<file path="src/rtl/alu_bus_slave.sv">
// rtl/alu_bus_slave.sv - register-mapped ALU bus slave with issue/wait/done sequencing
// Define ALU_TIMEOUT_EN to add a WAIT-state watchdog of TIMEOUT_CYCLES cycles.
module alu_bus_slave #(
    parameter int WORD_BITS      = 32,
    parameter int TIMEOUT_CYCLES = 64
) (
    input  logic                 clk,
    input  logic                 rst,
    input  logic [3:0]           i_addr,
    input  logic                 i_read,
    input  logic                 i_write,
    input  logic [WORD_BITS-1:0] i_writedata,
    output logic [WORD_BITS-1:0] o_readdata,
    output logic                 o_readdata_valid,
    output logic [WORD_BITS-1:0] o_operand_0_val,
    output logic [WORD_BITS-1:0] o_operand_1_val,
    output logic [WORD_BITS-1:0] o_type,
    output logic [WORD_BITS-1:0] o_op,
    output logic                 o_calc_start,
    input  logic [WORD_BITS-1:0] i_result_val,
    input  logic                 i_result_valid
);

    typedef enum logic [1:0] {IDLE, ISSUE, WAIT, DONE} state_t;

    state_t               state;
    logic [WORD_BITS-1:0] src0, src1, typ, op, result;
    logic [WORD_BITS-1:0] rd_mux;
    logic                 busy, done, timeout_err;
    logic                 wr_ctrl, start_req, clear_req;

`ifdef ALU_TIMEOUT_EN
    localparam int CNT_W = (TIMEOUT_CYCLES > 1) ? $clog2(TIMEOUT_CYCLES) : 1;
    logic [CNT_W-1:0] wait_cnt;
`else
    assign timeout_err = 1'b0;
`endif

    assign busy      = (state == ISSUE) || (state == WAIT);
    assign done      = (state == DONE);
    assign wr_ctrl   = i_write && (i_addr == 4'd4);
    assign start_req = wr_ctrl && i_writedata[0] && !busy;
    assign clear_req = wr_ctrl && i_writedata[1];

    assign o_operand_0_val = src0;
    assign o_operand_1_val = src1;
    assign o_type          = typ;
    assign o_op            = op;

    always_comb begin
        rd_mux = '0;
        case (i_addr)
            4'd0:    rd_mux = src0;
            4'd1:    rd_mux = src1;
            4'd2:    rd_mux = typ;
            4'd3:    rd_mux = op;
            4'd5:    rd_mux = {{(WORD_BITS-3){1'b0}}, timeout_err, done, busy};
            4'd6:    rd_mux = result;
            default: rd_mux = '0;
        endcase
    end

    always_ff @(posedge clk or posedge rst) begin
        if (rst) begin
            state            <= IDLE;
            src0             <= '0;
            src1             <= '0;
            typ              <= '0;
            op               <= '0;
            result           <= '0;
            o_readdata       <= '0;
            o_readdata_valid <= 1'b0;
            o_calc_start     <= 1'b0;
`ifdef ALU_TIMEOUT_EN
            timeout_err      <= 1'b0;
            wait_cnt         <= '0;
`endif
        end else begin
            // Read mux samples pre-write register values, so read+write returns the old word
            o_readdata_valid <= i_read;
            o_readdata       <= i_read ? rd_mux : '0;
            o_calc_start     <= 1'b0;

            if (i_write && !busy) begin
                case (i_addr)
                    4'd0:    src0 <= i_writedata;
                    4'd1:    src1 <= i_writedata;
                    4'd2:    typ  <= i_writedata;
                    4'd3:    op   <= i_writedata;
                    default: ;
                endcase
            end

            case (state)
                IDLE: begin
                    if (start_req) begin
                        state        <= ISSUE;
                        o_calc_start <= 1'b1;
`ifdef ALU_TIMEOUT_EN
                        timeout_err  <= 1'b0;
`endif
                    end
                end
                ISSUE: begin
`ifdef ALU_TIMEOUT_EN
                    wait_cnt <= '0;
`endif
                    if (i_result_valid) begin
                        result <= i_result_val;
                        state  <= DONE;
                    end else begin
                        state  <= WAIT;
                    end
                end
                WAIT: begin
                    if (i_result_valid) begin
                        result <= i_result_val;
                        state  <= DONE;
                    end
`ifdef ALU_TIMEOUT_EN
                    else if (wait_cnt == CNT_W'(TIMEOUT_CYCLES - 1)) begin
                        timeout_err <= 1'b1;
                        state       <= DONE;
                    end else begin
                        wait_cnt <= wait_cnt + 1'b1;
                    end
`endif
                end
                DONE: begin
                    if (start_req) begin
                        state        <= ISSUE;
                        o_calc_start <= 1'b1;
`ifdef ALU_TIMEOUT_EN
                        timeout_err  <= 1'b0;
`endif
                    end else if (clear_req) begin
                        state <= IDLE;
                    end
                end
                default: state <= IDLE;
            endcase
        end
    end

endmodule
</file>
<file path="config.mk">
export PLATFORM = sky130hd
export DESIGN_NAME = alu_bus_slave
export DESIGN_NICKNAME = d
export VERILOG_FILES = /design/src/rtl/alu_bus_slave.sv
export SDC_FILE = /design/constraint.sdc
export NUM_CORES = 1
export LEC_CHECK = 0
export ABC_CLOCK_PERIOD_IN_PS = 7400
export CAP_MARGIN = 5
export CORE_AREA = 3 3 140 142
export DETAILED_ROUTE_END_ITERATION = 8
export DIE_AREA = 0 0 143 145
export PLACE_DENSITY = 0.76
export SLEW_MARGIN = 15
export SYNTH_ARGS = -nofsm -noshare
export SYNTH_HDL_FRONTEND = slang
export SYNTH_SLANG_ARGS = --single-unit
</file>
<file path="constraint.sdc">
create_clock -name clk -period 7.4 [get_ports clk]
set_input_delay 1.85 -clock clk [delete_from_list [all_inputs] [get_ports clk]]
set_output_delay 1.85 -clock clk [all_outputs]
set_load 0.02 [all_outputs]
</file>
# Word-level counts from Yosys, hierarchy flattened

Cells that the tools add are included.

Reductions and logical operators: 17
Equal/unequal tests: 12
Multiplexer cells: 10

Operators with widths:

| operator                                                                | count |
|---|---|
| 32-bit one-hot mux with 6 select lines                                  | 1 |
| 32-bit 2-to-1 mux                                                       | 1 |
| 4-bit by 3-bit == test with 1-bit output, second input constant         | 3 |
| 2-bit AND reduction                                                     | 5 |
| 4-bit by 2-bit == test with 1-bit output, second input constant         | 2 |
| 2-bit 2-to-1 mux                                                        | 4 |
| 2-bit one-hot mux with 4 select lines                                   | 1 |
| 1-bit logical AND                                                       | 5 |
| 2-bit == test, second input constant                                    | 2 |
| 4-bit by 1-bit == test with 1-bit output, second input constant         | 1 |
| 4-bit zero test                                                         | 1 |
| 2-bit inequality test, second input constant                            | 2 |
| 2-bit OR reduction                                                      | 2 |
| 1-bit 2-to-1 mux                                                        | 3 |
| 3-bit by 1-bit inequality test with 1-bit output, second input constant | 1 |
| 3-bit AND reduction                                                     | 1 |
| 2-bit by 1-bit == test with 1-bit output, second input constant         | 1 |
| 2-bit zero test                                                         | 1 |
| 1-bit zero test                                                         | 1 |
| 1-bit logical OR                                                        | 1 |

Input port bits: 73
Register bits: 196
Logic and storage cells: 48
Output and inout port bits: 162

# Longest topological paths before layout

Gate-level depths: netlist of the first run.

Depth in word-level cells: 6
Gate-level depth with buffers: 6
Gate-level depth less buffers: 6

# Worst setup path before layout of the first run

Ideal clock, no wire load.

Path type: input-to-reg
Start point: input i_addr[2]
End point: register state[0]
Buffers on the path: 1
Arrival time: 3.059 ns
Stages: 5
Data required time: 7.321 ns
Path slack: 4.261 ns
Setup time: 0.079 ns
Cells stage by stage: buf_2 > nor4b_1 > and3_1 > mux2_2 > a2bb2oi_1

Word-level cells in the longest chain between the ends: 6
Elaborated cells on any way between the ends: 10
Those cells by class: eq/ne (3); mux (2); reduce/logical (5)

Ends and longest elaborated chain:

| element                                                                             | line | text |
|---|---|---|
| start, declared                                                                     | 9    | `input logic [3:0] i_addr,` |
| 4-bit by 3-bit == test with 1-bit output (*)                                        | 41   | `assign wr_ctrl = i_write && (i_addr == 4'd4);` |
| 1-bit logical AND (*)                                                               | 41   |  |
| 1-bit logical AND (2 in a row)                                                      | 42   | `assign start_req = wr_ctrl && i_writedata[0] && !busy;` |
| 2-bit 2-to-1 mux, or another cell as far along                                      | 130  | `if (start_req) begin` |
| 2-bit one-hot mux with 4 select lines / 3-bit AND reduction (equally long branches) | -    |  |
| end signal, assigned                                                                | 97   | `state <= ISSUE;` |
| end signal, assigned                                                                | 131  | `state <= ISSUE;` |
| end signal, assigned                                                                | 137  | `state <= IDLE;` |
| end, declared                                                                       | 26   | `state_t state;` |

Mark *: on every way between the ends. The rest lies on a longest branch, timed or not.
A chain may end at the register's enable or synchronous reset.

# Worst setup path in the final report of the first run

Start point: input i_addr[3]
End point: register src0[22], in the netlist o_operand_0_val[22]

Word-level cells in the longest chain between the ends: 2

Ends and longest elaborated chain:

| element                              | line | text |
|---|---|---|
| 4-bit zero test                      | 85   | `case (i_addr)` |
| 2-bit AND reduction (no source line) | -    |  |
| end signal, assigned                 | 86   | `4'd0: src0 <= i_writedata;` |
| end, declared                        | 27   | `logic [WORD_BITS-1:0] src0, src1, typ, op, result;` |

No other way between the ends.

==> impl_metrics.json, run 1 <==
{
  "status": "finished, final reports clean",
  "core_region_area_um2": 18600,
  "skew_ns": 0.0189,
  "pin_count": 235,
  "gp_congestion": 0.799,
  "finalPower_mw": 4.40,
  "synth-edff-count": 0,
  "wire_per_inst_um": 22.1,
  "yosysTopAreaCell": "dfrtp_1",
  "ys.flop_type": "dfrtp_1",
  "final_common_cell": "clkdlybuf4s50_1",
  "synthMuxAreaShare": 0.228,
  "ir_worst_vdd_mv": 0.252,
  "cp_max_fo": 32,
  "crit_path_end_kind": "flip-flop",
  "routed_wl_um": 22100,
  "route.vias.total": 5732,
  "cts-root-buf": "clkbuf_16",
  "synth.distinct_cells": 35,
  "fmax_mhz": 239,
  "grt_pass1_wl_um": 34300,
  "startpoint": "i_addr[3]",
  "antenna_left": 0,
  "power_density_nw_per_um2": 399,
  "start_util": 0.428,
  "setup_tns_ns": 0,
  "antenna_found_initial": 1,
  "yosys.area_share.simple": 0.0230,
  "intPower_mw": 2.84,
  "gr-total-overflow": 0,
  "nFillCells": 1434,
  "drive_above_1_share": 0.263,
  "portBuffers": 234,
  "synth_fa_ha_area_frac": 0.00787,
  "grt_setup_unrepaired": "no",
  "track_usage": 0.213,
  "synth_top_family_by_area": "multiplexers",
  "fp.dieW_um": 143,
  "hold_viol_final": 0,
  "clkPwrFrac": 0.201,
  "syn_area_um2": 7950,
  "finalNetCount": 832,
  "p_comb_frac": 0.392,
  "syn_to_final_growth_pct": 38.8,
  "critPathBufInv": 2,
  "crit_type": "input port to flip-flop",
  "drt_iter0_drc": 452,
  "syn_nets": 608,
  "p_sw_frac": 0.355,
  "synth_seq_cells": 196,
  "grt_max_degree": 129,
  "clock_latency_ns": 0.43,
  "worstMarginPinSlew_ns": 1.07,
  "htreeDepth": 4,
  "cts_sinks": 196,
  "yosys_warnings": 0,
  "hold_path.startpoint": "result[12]",
  "finalCritPeriodShare": 0.564,
  "cts_tree": "yes",
  "cp_data_required_time_ns": 7.71,
  "synth_cells": 530,
  "drt_first_pass_iters": 8,
  "cts-buffers-inserted": 17,
  "cpPeakStageDelay_ns": 0.70,
  "leakage_nw": 4.70,
  "ctsResizeCount": 0,
  "cpMaxStageDelayCell": "clkdlybuf4s50_1",
  "drc_errors": 0,
  "die_area_um2": 20700,
  "vias_per_cell": 5.72,
  "r2r_setup_slack_ns": 4.69,
  "synth_async_sr_flop_share": 1.00,
  "synth_top_area_frac": 0.617,
  "finalSetupViolations": 0,
  "critical_path_arrival_ns": 4.48,
  "final_cell_mix": "clkdlybuf4s50_1, dfrtp_1, mux2_2, a222oi_1, a21oi_1",
  "path_cells": "clkdlybuf4s50_1 -> nor4_4 -> buf_4 -> nand2_2 -> mux2_2",
  "layout_min_cycle_time_ns": 4.18,
  "crit_family": "buffers and inverters",
  "final_max_slew_viol_count": 0,
  "hpwl_um": 14200,
  "worstSetupStartpointType": "input port",
  "synth-compound-area-share": 0.0964,
  "switchingPower_mw": 1.56,
  "synthTopCellsByArea": "dfrtp_1, mux2_2, a222oi_1",
  "post-cts-setup-buffers": 0,
  "holdCritPathClass": "flip-flop to flip-flop",
  "slew_headroom": 0.283,
  "die_y_um": 145,
  "cts_buffer_depth": 2,
  "pwr-share-seq": 0.408,
  "rows": 50,
  "ys_seq_area_frac": 0.617,
  "synth-xor-area-share": 0,
  "avgSynthCellArea_um2": 15.0,
  "rr_startpoint": "state[0]",
  "maxCapViolations": 0,
  "grt_pass1_vias": 6179,
  "path_clk_slew_ns": 0.07,
  "cts_hold_buf": 0
}
metal layers:
layer,vias to the layer above,routed length [um],GRT usage
met5,-,0,0
met4,0,492,0.0708
met3,39,1760,0.0488
met2,277,10600,0.344
met1,2945,9270,0.283
li1,2471,-,-
path summary, 6_finish.rpt:
kind                                       endpoint  cells after the start
max in group asynchronous                  o_op[16]                      3
worst min-delay path                     result[12]                      1
worst max register to register   o_operand_1_val[7]                      5
worst max-delay path            o_operand_0_val[22]                      5
worst min register to register           result[12]                      1
min in group asynchronous        o_operand_1_val[8]                      2
power groups by stage:
stage | clock network [mW] | registers [mW] | logic [mW]
6_report | 0.883 | 1.80 | 1.73
5_1_grt | 0.943 | 1.84 | 1.82
4_1_cts | 0.904 | 1.79 | 1.74
3_5_place_dp | 0 | 1.80 | 1.73
3_3_place_gp | 0 | 1.79 | 1.69
2_1_floorplan | 0 | 2.10 | 0.544
state kept, by name, indices dropped and copies added, names as in the netlist:
name	count
result	32
o_operand_0_val	32
o_operand_1_val	32
o_readdata_valid	1
o_type	32
o_readdata	32
o_op	32
o_calc_start	1
state	2
worst register-to-register path: stages, from the launching register on:
cell and delay [ns]:
dfrtp_1 0.41, inv_1 0.10, ha_1 0.36, nor2b_1 0.40
nand2_2 0.73, mux2_1 0.58
cells by family (layout without fill, tap and decap cells):
group,after synthesis,in the layout
AND/OR/NAND/NOR,24,24
AO/OA/AOI/OAI,102,102
flip-flops,196,196
adder cells (fa/ha/maj),5,5
other,0,1
multiplexers,161,161
buffers and inverters,42,279
stage by stage:
step	setup WS (ns)	utilization	std cells	cell area, um2	hold WS (ns)
after floorplan	0.209	-	530	7950	0.479
after global placement	2.88	0.563	969	10500	0.489
after detailed placement	2.80	0.563	969	10500	0.496
after CTS	3.26	0.594	1001	11000	0.512
after global routing	3.12	0.594	1002	11000	0.520
final	3.22	0.594	1002	11000	0.509
final cells by class:
class,instances,area [um2],area share
Clock inverter,15,144,0.0130
Sequential cell,196,4900,0.444
Clock buffer,17,425,0.0385
Multi-Input combinational cell,292,2850,0.258
Antenna cell,1,2.50,0.000227
Tap cell,234,293,0.0265
Timing Repair Buffer,240,2390,0.216
Inverter,7,33.8,0.00306
cells in the mapped netlist (3+ instances only):
cell	n
clkbuf_1	16
nand3_1	3
a21oi_1	31
nand2b_1	3
buf_1	3
buf_4	3
buf_2	7
a22oi_1	30
mux2_2	152
dfrtp_1	196
nand2_1	4
inv_1	7
buf_6	6
mux2_1	9
nand2_2	3
ha_1	5
a222oi_1	32
Power figures use the tool's default switching activity.
==> inputs of run 2 (changes only) <==
ABC_CLOCK_PERIOD_IN_PS = 3680   (was 7400)
clock period = 3.68 ns   (was 7.4 ns; I/O delays follow)
==> run 2 against run 1 <==
Compared with the run above:
- total power is 110% higher
- clock power is 120% higher
- clock-buffer cell count is 2 higher
- critical path type unchanged
- critical endpoint is now o_operand_1_val[29]
- largest power group unchanged
==> impl_metrics.json, run 2 (synthesis results as in run 1) <==
{
  "status": "finished, final reports clean",
  "finalSetupViolations": 0,
  "cp_data_required_time_ns": 3.99,
  "post-cts-setup-buffers": 0,
  "grt_max_degree": 44,
  "finalCritPeriodShare": 0.732,
  "cts_sinks": 196,
  "portBuffers": 234,
  "finalNetCount": 853,
  "wl_met1_um": 9370,
  "fmax_mhz": 371,
  "hold_viol_final": 0,
  "setup_tns_ns": 0,
  "drt_iter0_drc": 453,
  "die_area_um2": 20700,
  "skew_ns": 0.00589,
  "antenna_cells_inserted": 0,
  "p_sw_frac": 0.344,
  "stdcell_count": 1022,
  "cts_hold_buf": 0,
  "maxCapViolations": 0,
  "core_region_area_um2": 18600,
  "clock_latency_ns": 0.42,
  "cts_buffer_depth": 2,
  "die_y_um": 145,
  "dr_wl_met3_um": 1870,
  "layout_min_cycle_time_ns": 2.69,
  "start_util": 0.428,
  "cts-root-buf": "clkbuf_16",
  "rows": 50,
  "switchingPower_mw": 3.13,
  "grt_setup_unrepaired": "no",
  "routed_wl_um": 23300,
  "worstSetupStartpointType": "input port",
  "final_max_slew_viol_count": 0,
  "slew_headroom": 0.550,
  "cts_tree": "yes",
  "drive_above_1_share": 0.283,
  "placedCellCount": 989,
  "vias_per_cell": 5.71,
  "p_comb_frac": 0.388,
  "wire_per_inst_um": 22.8,
  "holdCritPathClass": "flip-flop to flip-flop",
  "pin_count": 235,
  "gr-total-overflow": 0,
  "clkPwrFrac": 0.214,
  "ctsResizeCount": 0,
  "track_usage": 0.227,
  "top_layer": "met4",
  "syn_to_final_growth_pct": 42.6,
  "htreeDepth": 4,
  "drt_first_pass_iters": 6,
  "antenna_left": 0,
  "worstMarginPinSlew_ns": 0.673,
  "antenna_found_initial": 0,
  "final_cell_mix": "clkdlybuf4s50_1, dfrtp_1, mux2_2, a222oi_1, a21oi_1",
  "fp.dieW_um": 143,
  "gp_congestion": 0.769,
  "nFillCells": 1368,
  "intPower_mw": 5.96,
  "drc_errors": 0,
  "crit_path_end_kind": "flip-flop",
  "power_density_nw_per_um2": 801,
  "cp_max_fo": 19,
  "path_clk_slew_ns": 0.07,
  "pwr-share-seq": 0.398,
  "final_common_cell": "clkdlybuf4s50_1",
  "ir_worst_vdd_mv": 0.468,
  "wl_met2_um": 11800,
  "route.vias.total": 5831,
  "cts-buffers-inserted": 17,
  "hpwl_um": 16000,
  "critical_path_arrival_ns": 3.00,
  "grt_pass1_wl_um": 36600,
  "grt_pass1_vias": 6339,
  "crit_type": "input port to flip-flop",
  "leakage_nw": 4.85
}
-- run 2: cell types whose count changed in the layout (fill, tap and decap cells not counted) --
cell,change
buf_12,+6
buf_16,+1
buf_4,+14
bufinv_16,+3
clkbuf_8,+2
clkinv_4,-1
clkinv_8,-1
clkinvlp_4,+2
diode_2,-1
inv_6,-1
inv_8,-4
-- run 2: layout make-up --
type                       count  area (um2)  area share
sequential                   196        4900       0.432
multi-input combinational    292        2850       0.251
timing repair buffer         261        2640       0.233
clock buffer                  19         453      0.0399
tap                          234         293      0.0258
clock inverter                13         174      0.0153
inverter                       7        30.0     0.00265
-- run 2: final timing paths --
check | start | endpoint | slack [ns] | cells past startpoint
max | i_write | o_operand_1_val[29] | 0.99 | 5
min | result[23] | result[23] | 0.51 | 1
max reg2reg | state[0] | o_operand_1_val[29] | 1.11 | 6
min reg2reg | result[23] | result[23] | 0.51 | 1
max in group asynchronous | rst | o_operand_0_val[23] | 1.95 | 4
min in group asynchronous | rst | o_readdata[5] | 0.95 | 2
-- run 2: per-stage QoR --
stage	worst slack [ns]	power (mW)	util	instance area (um2)	hold WS (ns)
2_1_floorplan	0.228	5.32	-	7960	0.479
3_3_place_gp	0.634	7.02	0.575	10700	0.490
3_5_place_dp	0.565	7.17	0.575	10700	0.495
4_1_cts	1.03	9.15	0.609	11300	0.512
5_1_grt	0.928	9.50	0.610	11300	0.516
6_report	0.986	9.09	0.610	11300	0.510
-- run 2: layer usage --
layer	global-route usage	vias up
li1	-	2501
met1	0.299	3040
met2	0.374	267
met3	0.0593	23
met4	0.0608	0
met5	0	-
-- run 2: critical path, stage by stage --
cell,delay (ns)
clkdlybuf4s50_1,0.50
nor2b_1,0.48
nand2_2,0.45
buf_12,0.31
mux2_1,0.32
-- run 2: power groups by stage --
stage / Combinational [mW] / Clock [mW] / Sequential [mW]
after floorplan: 1.09 / 0 / 4.23
after global placement: 3.44 / 0 / 3.58
after detailed placement: 3.54 / 0 / 3.64
after CTS: 3.56 / 1.98 / 3.61
after global routing: 3.71 / 2.08 / 3.71
final: 3.52 / 1.95 / 3.62
==> inputs of run 3 (changes only) <==
ABC_CLOCK_PERIOD_IN_PS = 2300   (was 3680)
clock period = 2.3 ns   (was 3.68 ns; I/O delays follow)
==> run 3 against run 2 <==
Compared with the run above:
- core utilization grew 1.1 points
- combinational power grew 61%
- non-clock buffer count grew 13
- worst setup slack lost 0.77 ns
- hold slack is essentially flat
- highest routed layer is now met5
- sequential share of layout area shrank 0.74 points
- cell area grew 1.7%
==> impl_metrics.json, run 3 (synthesis results as in run 1) <==
{
  "routed_wl_um": 23400,
  "cts_sinks": 196,
  "core_region_area_um2": 18600,
  "post-cts-setup-buffers": 0,
  "antenna_found_initial": 1,
  "hold_viol_final": 0,
  "power_density_nw_per_um2": 1250,
  "syn_to_final_growth_pct": 45.1,
  "vias_per_cell": 5.69,
  "grt_setup_unrepaired": "no",
  "layout_min_cycle_time_ns": 2.08,
  "startpoint": "o_operand_1_val[31]",
  "skew_ns": 0.00997,
  "ir_worst_vdd_mv": 0.652,
  "cp_data_required_time_ns": 1.73,
  "cts_buffer_depth": 2,
  "status": "finished, final reports clean",
  "path_cells": "clkdlybuf4s50_1",
  "gp_congestion": 0.802,
  "cp.depth": 1,
  "fp.dieW_um": 143,
  "finalNetCount": 866,
  "fmax_mhz": 481,
  "nFillCells": 1356,
  "slew_headroom": 0.560,
  "finalPower_mw": 14.5,
  "ctsResizeCount": 0,
  "critPathBufInv": 1,
  "final_common_cell": "clkdlybuf4s50_1",
  "stdcell_count": 1035,
  "maxCapViolations": 0,
  "wire_per_inst_um": 22.7,
  "rr_startpoint": "state[0]",
  "cts-buffers-inserted": 17,
  "drive_above_1_share": 0.295,
  "cts_hold_buf": 0,
  "drt_iter0_drc": 572,
  "placedCellCount": 1003,
  "gr-total-overflow": 0,
  "cpPeakStageDelay_ns": 0.64,
  "setup_tns_ns": 0,
  "antenna_left": 0,
  "crit_family": "buffers and inverters",
  "htreeDepth": 4,
  "worstMarginPinSlew_ns": 0.659,
  "rows": 50,
  "cts_tree": "yes",
  "r2r_setup_slack_ns": 0.37,
  "grt_max_degree": 38,
  "pin_count": 235,
  "finalCritPeriodShare": 0.905,
  "drc_errors": 0,
  "worst_hold_slack_ns": 0.510,
  "route.vias.total": 5886,
  "die_area_um2": 20700,
  "holdCritPathClass": "flip-flop to flip-flop",
  "grt_pass1_vias": 6336,
  "critical_path_arrival_ns": 1.51,
  "worstSetupStartpointType": "flip-flop",
  "r2r_cells": 7,
  "hpwl_um": 16100,
  "cp-endpoint": "o_operand_1_val[31]",
  "start_util": 0.428,
  "leakage_nw": 4.96,
  "portBuffers": 234,
  "drt_first_pass_iters": 7,
  "crit_path_end_kind": "output pin",
  "rr_endpoint": "state[0]",
  "grt_pass1_wl_um": 36500,
  "finalCoreUtilization": 0.621,
  "die_y_um": 145,
  "cts-root-buf": "clkbuf_16",
  "antenna_cells_inserted": 0,
  "final_cell_mix": "clkdlybuf4s50_1, dfrtp_1, mux2_2, a222oi_1, a21oi_1",
  "clock_latency_ns": 0.43,
  "finalSetupViolations": 0,
  "cp_max_fo": 3,
  "path_clk_slew_ns": 0.08,
  "crit_type": "flip-flop to output pin",
  "final_max_slew_viol_count": 0,
  "track_usage": 0.228,
  "cpMaxStageDelayCell": "clkdlybuf4s50_1"
}
run 3: changes by cell type in the layout (fill, tap and decap cells not counted), moves of 3 or more:
cell / before / now
buf_12: 6 / 17
buf_4: 20 / 23
bufinv_16: 3 / 0
clkinv_8: 1 / 5
inv_8: 0 / 3
run 3: worst min-delay path by stage:
stage,start,to,slack (ns),depth (start not counted)
6_report,result[19],result[19],0.51,1
5_1_grt,result[4],result[4],0.54,1
4_1_cts,result[19],result[19],0.51,1
3_5_place_dp,result[13],result[13],0.50,1
3_3_place_gp,result[28],result[28],0.49,1
2_1_floorplan,result[1],result[1],0.48,1
run 3: layout make-up:
class	count	area [um2]	share of cell area
Sequential cell	196	4900	0.425
Timing Repair Buffer	274	2860	0.247
Multi-Input combinational cell	292	2850	0.247
Clock buffer	17	425	0.0369
Tap cell	234	293	0.0254
Clock inverter	15	183	0.0158
Inverter	7	30.0	0.00260
run 3: where the power goes:
group | switching, mW | total, mW | internal (mW) | leakage, nW
sequential | 1.06 | 5.80 | 4.75 | 2.51
clock | 1.51 | 3.00 | 1.48 | 0.291
combinational | 2.62 | 5.67 | 3.06 | 2.16
total | 5.18 | 14.5 | 9.28 | 4.96
run 3: metal layers:
metal,vias up,track usage,share of wire
li1,2530,-,-
met1,3036,0.304,0.40
met2,286,0.374,0.50
met3,32,0.0583,0.085
met4,2,0.0542,0.015
met5,-,0,0.00055
run 3: stage by stage:
stage	cell area [um2]	worst slack, ns
after CTS	11500	0.213
after global placement	10900	0.00992
final	11500	0.219
after detailed placement	10900	-0.138
after floorplan	7960	-0.807
after global routing	11500	0.178
==> patch, RTL diff (config.mk and constraints of run 2) <==
Change the parameter `WORD_BITS` from 32 to 36.
--- a/src/rtl/alu_bus_slave.sv
+++ b/src/rtl/alu_bus_slave.sv
@@ -1,7 +1,7 @@
 // rtl/alu_bus_slave.sv - register-mapped ALU bus slave with issue/wait/done sequencing
 // Define ALU_TIMEOUT_EN to add a WAIT-state watchdog of TIMEOUT_CYCLES cycles.
 module alu_bus_slave #(
-    parameter int WORD_BITS      = 32,
+    parameter int WORD_BITS      = 36,
     parameter int TIMEOUT_CYCLES = 64
 ) (
     input  logic                 clk,
Ports: changed (7 resized); port bits go from 235 to 263. The function was not compared with the original's and may differ.
==> patch against run 2 <==
Worst setup slack better by 0.12 ns. Global-route usage up 2.7 points. Count of clock-buffer cells in the layout is 16 higher. Total power rose by 11%. Routed wire length grew 14%. Non-clock buffer count is 20 higher. Critical path depth unchanged. Area after synthesis rose by 13%. Critical path type unchanged. Clock skew is 0.0025 ns higher. Combinational power rose by 11%. Sequential cell count grew 24. Final area grew 11%.
==> patch: results (changes against run 2) <==
Post-synth top cells - dfrtp_1, mux2_2, a22oi_1, a31oi_1, nand2_1
Starting DRT DRC Count - 392 (-13%)
Crit path largest cell delay - 0.84 ns (+0.34 ns)
Met3 wire len - 1952 um (+4.7%)
Final net count - 978 (+15%)
Synthesized Nets - 708 (+16%)
GRT Total Usage - 25.47% (+2.7 points)
Reg2Reg Setup Slack - 1.32 ns (+0.21 ns)
Layout cells sized above 1 - 25.66% (-2.6 points)
Max Root-Sink Buffers - 3 (+1)
Clock skew - 0.008421 ns (+0.002532 ns)
Final GP Congestion - 0.8305 (+7.9%)
Critical path origin - i_addr[2]
Vias in the first global route - 7308 (+15%)
Hold_sp - result[6]$_DFFE_PP0P_
Hold Slack - 0.5085 ns (-0.001786 ns)
Initial antenna violation count - 1 (+1)
Leakage power - 5.314 nW (+9.5%)
Filler Cell Count - 1322 (-3.4%)
Vias per Instance - 5.852 (+2.6%)
#FFs+latches synth - 220 (+12%)
Wire length per cell - 23.43 um (+2.6%)
Worst R2R End - o_operand_1_val[24]$_DFFE_PP0P_
Metal2 WL - 13620 um (+15%)
Run status - finished, final reports clean
Htree depth - 1 (-3)
Vias - 6665 (+14%)
CP top delay family - buffers and inverters
First-pass GRT wire length - 41690 um (+14%)
WHS Endpoint - result[6]$_DFFE_PP0P_
Critical path fanouts, max - 35 (+16)
Num CTS Buffers - 23 (+6)
Largest net degree at the start of global routing - 99 (+130%)
Worst Tran Pin Value - 0.6424 ns (-0.03065 ns)
IO buf count - 262 (+12%)
Net switching power - 3.447 mW (+10%)
-- patch: cell types whose count changed after synthesis, sizes merged, moves of 3 or more --
cell    change
a21oi      -31
a31oi      +34
dfrtp      +24
nand3b      +3
a222oi     -32
nand2      +32
mux2       +20
a22oi      +42
-- patch: power by group through the flow --
stage / combinational (mW) / sequential (mW) / clock [mW]
3_3_place_gp: 3.84 / 4.06 / 0
2_1_floorplan: 1.21 / 4.75 / 0
6_report: 3.92 / 4.09 / 2.06
3_5_place_dp: 3.94 / 4.10 / 0
5_1_grt: 4.13 / 4.19 / 2.21
4_1_cts: 3.96 / 4.08 / 2.11
-- patch: worst max-delay path by stage --
stage	endpoint	slack [ns]	cells past startpoint
2_1_floorplan	o_calc_start$_DFF_PP0_	-0.11	1
3_3_place_gp	o_readdata[5]$_DFF_PP0_	0.67	5
4_1_cts	o_readdata[0]$_DFF_PP0_	1.15	5
3_5_place_dp	o_readdata[0]$_DFF_PP0_	0.63	5
6_report	o_readdata[27]$_DFF_PP0_	1.11	5
5_1_grt	o_readdata[0]$_DFF_PP0_	1.01	5
-- patch: cells by family after synthesis --
| family | synth area share [%] |
|---|---|
| AO/OA/AOI/OAI | 9.157 |
| adder cells (fa/ha/maj) | 0.6979 |
| AND/OR/NAND/NOR | 3.755 |
| multiplexers | 22.74 |
| buffers and inverters | 2.233 |
| flip-flops | 61.42 |
-- patch: area by class of cell --
cell class	count	share of cell area, %
diodes	1	0.01987
clock buffers	35	5.086
clock inverters	2	0.07948
inverters	5	0.1788
multi-input cells	361	25.95
flip-flops and latches	220	43.71
well taps	234	2.325
repair buffers	281	22.65
-- patch: per-layer routing --
layer | track usage, % | vias up
met3 | 4.812 | 57
met5 | 0 | -
met2 | 42.95 | 294
li1 | - | 2832
met4 | 8.793 | 0
met1 | 32.90 | 3482
-- patch: worst reg2reg max path: stages (launching register included) --
cell and delay [ns]:
dfrtp_1 0.41, inv_1 0.10, ha_1 0.37, nor2b_1 0.36, nand2_2 0.35, buf_12 0.30
mux2_1 0.36
-- patch: per-stage QoR --
step	utilization (%)	TNS [ns]	power [mW]	cell area (um2)
2_1_floorplan	-	-23.78	5.957	8967
5_1_grt	67.78	0	10.53	12590
6_report	67.78	0	10.07	12590
4_1_cts	67.77	0	10.14	12590
3_3_place_gp	64.27	0	7.898	11940
3_5_place_dp	64.27	0	8.045	11940
